--- config.mk ---
export PLATFORM = sky130hd
export DESIGN_NAME = pwm_multichannel_flat
export DESIGN_NICKNAME = d
export VERILOG_FILES = /design/src/rtl/pwm_multichannel_if.sv /design/src/rtl/pwm_multichannel.sv /design/src/flat_wrapper.sv
export SDC_FILE = /design/constraint.sdc
export NUM_CORES = 1
export LEC_CHECK = 0
export CAP_MARGIN = 0
export CORE_MARGIN = 5
export CORE_UTILIZATION = 52
export CTS_CLUSTER_DIAMETER = 60
export DETAILED_ROUTE_END_ITERATION = 10
export GPL_ROUTABILITY_DRIVEN = 0
export PLACE_DENSITY = 0.79
export REMOVE_ABC_BUFFERS = 1
export SLEW_MARGIN = 10
export SYNTH_ARGS = -nofsm -noshare
export SYNTH_HDL_FRONTEND = slang
export SYNTH_SLANG_ARGS = --single-unit
--- constraint.sdc ---
create_clock -name clk -period 9.9 [get_ports clk]
set_clock_uncertainty 0.15 [all_clocks]
set_input_delay 0.99 -clock clk [delete_from_list [all_inputs] [get_ports clk]]
set_output_delay 0.99 -clock clk [all_outputs]
set_load 0.05 [all_outputs]
--- src/rtl/pwm_multichannel_if.sv ---
// rtl/pwm_multichannel_if.sv - control and output bundle for the multichannel PWM
interface pwm_multichannel_if #(
    parameter int WIDTH    = 8,
    parameter int CHANNELS = 4
);
    logic                      en;
    logic                      mode;
    logic [WIDTH-1:0]          period;
    logic                      load;
    logic [CHANNELS*WIDTH-1:0] duty_in;
    logic [CHANNELS-1:0]       invert;
    logic [CHANNELS-1:0]       pwm_out;
    logic                      period_done;
    logic [WIDTH-1:0]          count;

    modport master (
        output en, mode, period, load, duty_in, invert,
        input  pwm_out, period_done, count
    );

    modport slave (
        input  en, mode, period, load, duty_in, invert,
        output pwm_out, period_done, count
    );
endinterface

--- src/rtl/pwm_multichannel.sv ---
// rtl/pwm_multichannel.sv - shared-counter PWM with edge/center alignment and period-boundary duty updates
module pwm_multichannel #(
    parameter int WIDTH    = 8,
    parameter int CHANNELS = 4
) (
    input logic                 clk,
    input logic                 rst,
    pwm_multichannel_if.slave   bus
);
    localparam logic [0:0]       DIR_UP   = 1'b0;
    localparam logic [0:0]       DIR_DOWN = 1'b1;
    localparam logic [WIDTH-1:0] ONE      = {{(WIDTH-1){1'b0}}, 1'b1};

    logic [WIDTH-1:0]    count_q;
    logic [0:0]          dir_q;
    logic [WIDTH-1:0]    active_period;
    logic                active_mode;
    logic [WIDTH-1:0]    active_duty  [CHANNELS];
    logic [WIDTH-1:0]    pending_duty [CHANNELS];
    logic                pending_flag;
    logic [CHANNELS-1:0] pwm_q;
    logic                period_done_q;

    logic                boundary;
    logic [WIDTH-1:0]    eff_period;
    logic                eff_mode;
    logic [0:0]          eff_dir;
    logic [WIDTH-1:0]    eff_duty [CHANNELS];
    logic [WIDTH-1:0]    count_nxt;
    logic [0:0]          dir_nxt;
    logic [CHANNELS-1:0] pwm_nxt;

    // Every period starts with the counter at 0, so an enabled zero count is always a boundary.
    assign boundary = bus.en && (count_q == '0);

    // At a boundary the newly adopted settings already govern that cycle's compare and step.
    always_comb begin
        eff_period = boundary ? bus.period : active_period;
        eff_mode   = boundary ? bus.mode : active_mode;
        eff_dir    = boundary ? DIR_UP : dir_q;
        for (int i = 0; i < CHANNELS; i++) begin
            if (boundary && bus.load)
                eff_duty[i] = bus.duty_in[i*WIDTH +: WIDTH];
            else if (boundary && pending_flag)
                eff_duty[i] = pending_duty[i];
            else
                eff_duty[i] = active_duty[i];
        end
    end

    always_comb begin
        count_nxt = count_q;
        dir_nxt   = eff_dir;
        if (eff_period == '0) begin
            count_nxt = '0;
        end else if (!eff_mode) begin
            count_nxt = (count_q == eff_period) ? '0 : count_q + ONE;
        end else if (eff_dir == DIR_UP) begin
            if (count_q == eff_period) begin
                count_nxt = count_q - ONE;
                dir_nxt   = DIR_DOWN;
            end else begin
                count_nxt = count_q + ONE;
            end
        end else begin
            count_nxt = count_q - ONE;
        end
    end

    always_comb begin
        pwm_nxt = '0;
        for (int i = 0; i < CHANNELS; i++)
            pwm_nxt[i] = ((eff_period != '0) && (count_q < eff_duty[i])) ^ bus.invert[i];
    end

    always_ff @(posedge clk or posedge rst) begin
        if (rst) begin
            count_q       <= '0;
            dir_q         <= DIR_UP;
            active_period <= '0;
            active_mode   <= 1'b0;
            pending_flag  <= 1'b0;
            pwm_q         <= '0;
            period_done_q <= 1'b0;
            for (int i = 0; i < CHANNELS; i++) begin
                active_duty[i]  <= '0;
                pending_duty[i] <= '0;
            end
        end else begin
            // Loads are captured even while counting is disabled.
            if (bus.load && !boundary) begin
                pending_flag <= 1'b1;
                for (int i = 0; i < CHANNELS; i++)
                    pending_duty[i] <= bus.duty_in[i*WIDTH +: WIDTH];
            end else if (boundary) begin
                pending_flag <= 1'b0;
            end
            if (boundary) begin
                active_period <= bus.period;
                active_mode   <= bus.mode;
                for (int i = 0; i < CHANNELS; i++)
                    active_duty[i] <= eff_duty[i];
            end
            if (bus.en) begin
                count_q       <= count_nxt;
                dir_q         <= dir_nxt;
                pwm_q         <= pwm_nxt;
                period_done_q <= boundary && (eff_period != '0);
            end else begin
                period_done_q <= 1'b0;
            end
        end
    end

    assign bus.count       = count_q;
    assign bus.pwm_out     = pwm_q;
    assign bus.period_done = period_done_q;
endmodule

--- src/flat_wrapper.sv ---
// flat-port wrapper written by rule: the top's interface ports become plain ports
module pwm_multichannel_flat 
#(
    parameter int WIDTH    = 8,
    parameter int CHANNELS = 4
)
  (clk, rst, bus_en, bus_mode, bus_period, bus_load, bus_duty_in, bus_invert, bus_pwm_out, bus_period_done, bus_count);
  pwm_multichannel_if #(.WIDTH(WIDTH), .CHANNELS(CHANNELS)) bus_i ();
  input logic clk;
  input logic rst;
  input wire logic [$bits(bus_i.en)-1:0] bus_en;
  input wire logic [$bits(bus_i.mode)-1:0] bus_mode;
  input wire logic [$bits(bus_i.period)-1:0] bus_period;
  input wire logic [$bits(bus_i.load)-1:0] bus_load;
  input wire logic [$bits(bus_i.duty_in)-1:0] bus_duty_in;
  input wire logic [$bits(bus_i.invert)-1:0] bus_invert;
  output wire logic [$bits(bus_i.pwm_out)-1:0] bus_pwm_out;
  output wire logic [$bits(bus_i.period_done)-1:0] bus_period_done;
  output wire logic [$bits(bus_i.count)-1:0] bus_count;
  assign bus_i.en = bus_en;
  assign bus_i.mode = bus_mode;
  assign bus_i.period = bus_period;
  assign bus_i.load = bus_load;
  assign bus_i.duty_in = bus_duty_in;
  assign bus_i.invert = bus_invert;
  assign bus_pwm_out = bus_i.pwm_out;
  assign bus_period_done = bus_i.period_done;
  assign bus_count = bus_i.count;
  pwm_multichannel #(.WIDTH(WIDTH), .CHANNELS(CHANNELS)) u_core (.clk(clk), .rst(rst), .bus(bus_i));
endmodule
==> key figures <==
Power and ir drop
  – Sw frac: 37.1%
  – Clock power frac: 23.8%
  – Gate power share: between 30% and 40%
  – Net Sw Power: 0.372 mW
  – Pwr/cell area: 168 nW/µm²
  – Worst IR Drop VDD: about 120 µV
  – LEAKAGE: 2.79 nW
  – Cell Int Power: around 0.63 mW
  – Sequential Power Share: 44.3%
  – Design Power: 1.00 mW

GRT
  – Initial antenna violation count: 0
  – Overflow after GRT: 0
  – First-pass GRT wire length: 19.2 mm
  – GRT Total Usage: 20.8%
  – Vias in the first global route: between 3,000 and 4,000
  – Largest net degree at the start of global routing: 89

Timing
  – WHS: ~0.35 ns
  – Max Slew Vio Count: 0
  – Tightest Pin Transition: 0.911 ns
  – Post-Route Setup TNS: 0 ns
  – Setup violators final: 0
  – Fmax: 0.176 GHz
  – Final period util: 57.4%
  – Final hold vios: 0
  – Slew margin rel.: 39.0%
  – Post-layout min period: about 5.7 ns
  – Worst setup slack after layout: 4.22 ns
  – RSZ-0062 raised after global routing: false

Final layout
  – # fillers: 853
  – Final Cell Area: 5980 µm²
  – Share of layout cells above drive strength 1: 11.9%
  – Final core occ: 62.1%
  – Final nets: approximately 640
  – Flip-flop and latch area: about 2200 µm²
  – N_diodes: 0
  – Multi-input logic area: between 2000 and 3000 µm²
  – Most common cell after layout, fill and taps aside: dfrtp_1
  – Syn-to-layout area delta: 17.6%
  – Final std cells w/o fill: 695
  – Most frequent cells in the layout: dfrtp_1 (88), clkdlybuf4s50_1 (61), nor2_1 (50)

Floorplan
  – Initial core utilization: 52.8%
  – Die W: 109 µm
  – I/O pin cnt: 62
  – Rows: 36
  – DIE HEIGHT: 109 µm
  – Core area: 9640 µm²
  – Die Area: 11,900 µm²

Logic synthesis
  – Syn Area/Cell: 10.1 µm²
  – Synthesized cell area: 5090 µm²
  – Cells after Synth: 504
  – Number of flops mapped to enable cells by yosys: 0
  – Ys Warns: 0
  – Ys async rst share: 100%
  – Post-synthesis register bit count: 88
  – Sequential area share after synthesis: 43.3%
  – Synth cell types: 55
  – Ys flop type: dfrtp_1

Drt
  – Avg WL per Cell: approximately 17 µm
  – Drt total wl: 11.8 mm
  – DR vias: 3,969
  – Initial DRC count: 274
  – First-pass detailed-route iteration total: 5
  – DRC: 0
  – Vias/cell: 5.71
  – Post-route ant nets: 0

Clock tree
  – Post-CTS setup buffer count: 0
  – CTS tree: built
  – Root buf cell: clkbuf_8
  – Num CTS Buffers: 9
  – # hold bufs at CTS: 0
  – H-tree levels: 3
  – Clock latency on the worst-skew pair: approximately 0.36 ns
  – Clock tree sinks: 88
  – CTS clk-pin slew, worst paths: 0.09 ns
  – Resize count post-CTS: 0
  – Bufs on Longest Clock Path: 2

Placement
  – I/O Buffers: 61
  – Placed inst area: 5790 µm²
  – DP HPWL: 8.01 mm
  – Pre-CTS setup slack: 3.84 ns
  – # placed instances: 679

Outcome
  – Outcome: finished clean

Setup path
  – CP max FO: 28
  – Worst Setup End Kind: register
  – Startpoint Class: primary input
  – Data required, critical path: around 10 ns
  – Depth of the worst register-to-register path: 15
  – CP Class: primary input to register
  – CP arrival: 5.81 ns

Job
  – MaxCap Viol Count: 0

Min path
  – Worst hold stages: 2
  – Worst hold path type: register to register
==> critical path, stage by stage <==
cell and delay, ns:
clkdlybuf4s50_1 0.90, nor4b_4 0.49, and2_1 0.79, nand2_2 0.74, mux2i_1 0.27, a21oi_1 0.21, inv_1 0.06, ha_1 0.29
a21o_1 0.16, a21o_1 0.17, a221oi_1 0.23, o211ai_1 0.14, xor2_1 0.17, a21oi_1 0.15
==> power groups by stage <==
stage,logic (mW),clock network [mW],registers [mW]
6_report,0.320,0.239,0.444
3_5_place_dp,0.317,0,0.451
5_1_grt,0.349,0.261,0.449
4_1_cts,0.320,0.246,0.444
3_3_place_gp,0.305,0,0.450
2_1_floorplan,0.165,0,0.482
==> flip-flops by register name, indices dropped and copies added (netlist names) <==
| name | cells |
|---|---|
| u_core.active_duty | 32 |
| u_core.pending_duty | 32 |
| u_core.active_period | 8 |
| u_core.bus.count | 8 |
| u_core.bus.pwm_out | 4 |
| u_core.active_mode | 1 |
| u_core.bus.period_done | 1 |
| u_core.dir_q | 1 |
| u_core.pending_flag | 1 |
==> final cells by class <==
| class | count | share of cell area (%) |
|---|---|---|
| clock buffers | 11 | 2.53 |
| clock inverters | 5 | 0.648 |
| inverters | 48 | 3.03 |
| multi-input cells | 345 | 43.4 |
| flip-flops and latches | 88 | 36.8 |
| well taps | 133 | 2.78 |
| repair buffers | 65 | 10.8 |
==> worst paths after layout <==
path | startpoint | to | slack [ns]
hold reg to reg | u_core.dir_q | u_core.dir_q | 0.35
min in group asynchronous | rst | u_core.pending_duty[30] | 1.00
max in group asynchronous | rst | u_core.active_duty[17] | 8.05
setup / recovery | bus_en | u_core.bus.pwm_out[1] | 4.22
setup reg to reg | u_core.bus.count[0] | u_core.bus.pwm_out[1] | 4.85
hold / removal | u_core.dir_q | u_core.dir_q | 0.35
==> per-layer routing <==
metal	part of all wire, %	vias to the layer above	routed length [µm]	track usage (%)
met5	0	-	0	0
met4	2.1	0	247	7.66
met3	6.3	28	736	4.14
met2	49	165	5710	34.1
met1	43	1884	5070	27.2
li1	-	1892	-	-
==> kinds of logic after synthesis <==
logic type                 share of synthesized area [%]
DFF                                                 43.3
AOI/OAI and AO/OA                                   15.1
adders and majority gates                           7.62
xor gates and xnor gates                            1.72
and+or+nand+nor                                     12.9
buffers and inverters                               5.71
muxes                                               13.7
==> synth_stat cells, drive strengths merged (2+ instances only) <==
cell	n	area (µm²)
a211o	2	17.5
a211oi	6	57.6
a21o	10	75.1
a21oi	35	175
a22oi	2	15.0
a2bb2oi	2	17.5
a31oi	9	62.6
a32oi	2	17.5
and2	2	12.5
and3	2	12.5
and4	4	35.0
buf	11	65.1
clkbuf	12	45.0
dfrtp	88	2200
ha	31	388
inv	48	180
mux2	34	383
mux2i	30	313
nand2	27	111
nand3	13	65.1
nand4	5	37.5
nor2	50	188
nor2b	5	31.3
nor3	9	45.0
nor4b	2	47.6
o211ai	5	37.5
o21a	10	75.1
o21ai	10	50.1
o22a	3	26.3
o22ai	5	31.3
or3	4	25.0
or4	4	30.0
xnor2	3	26.3
xor2	7	61.3
(Power assumes the default switching activity.)
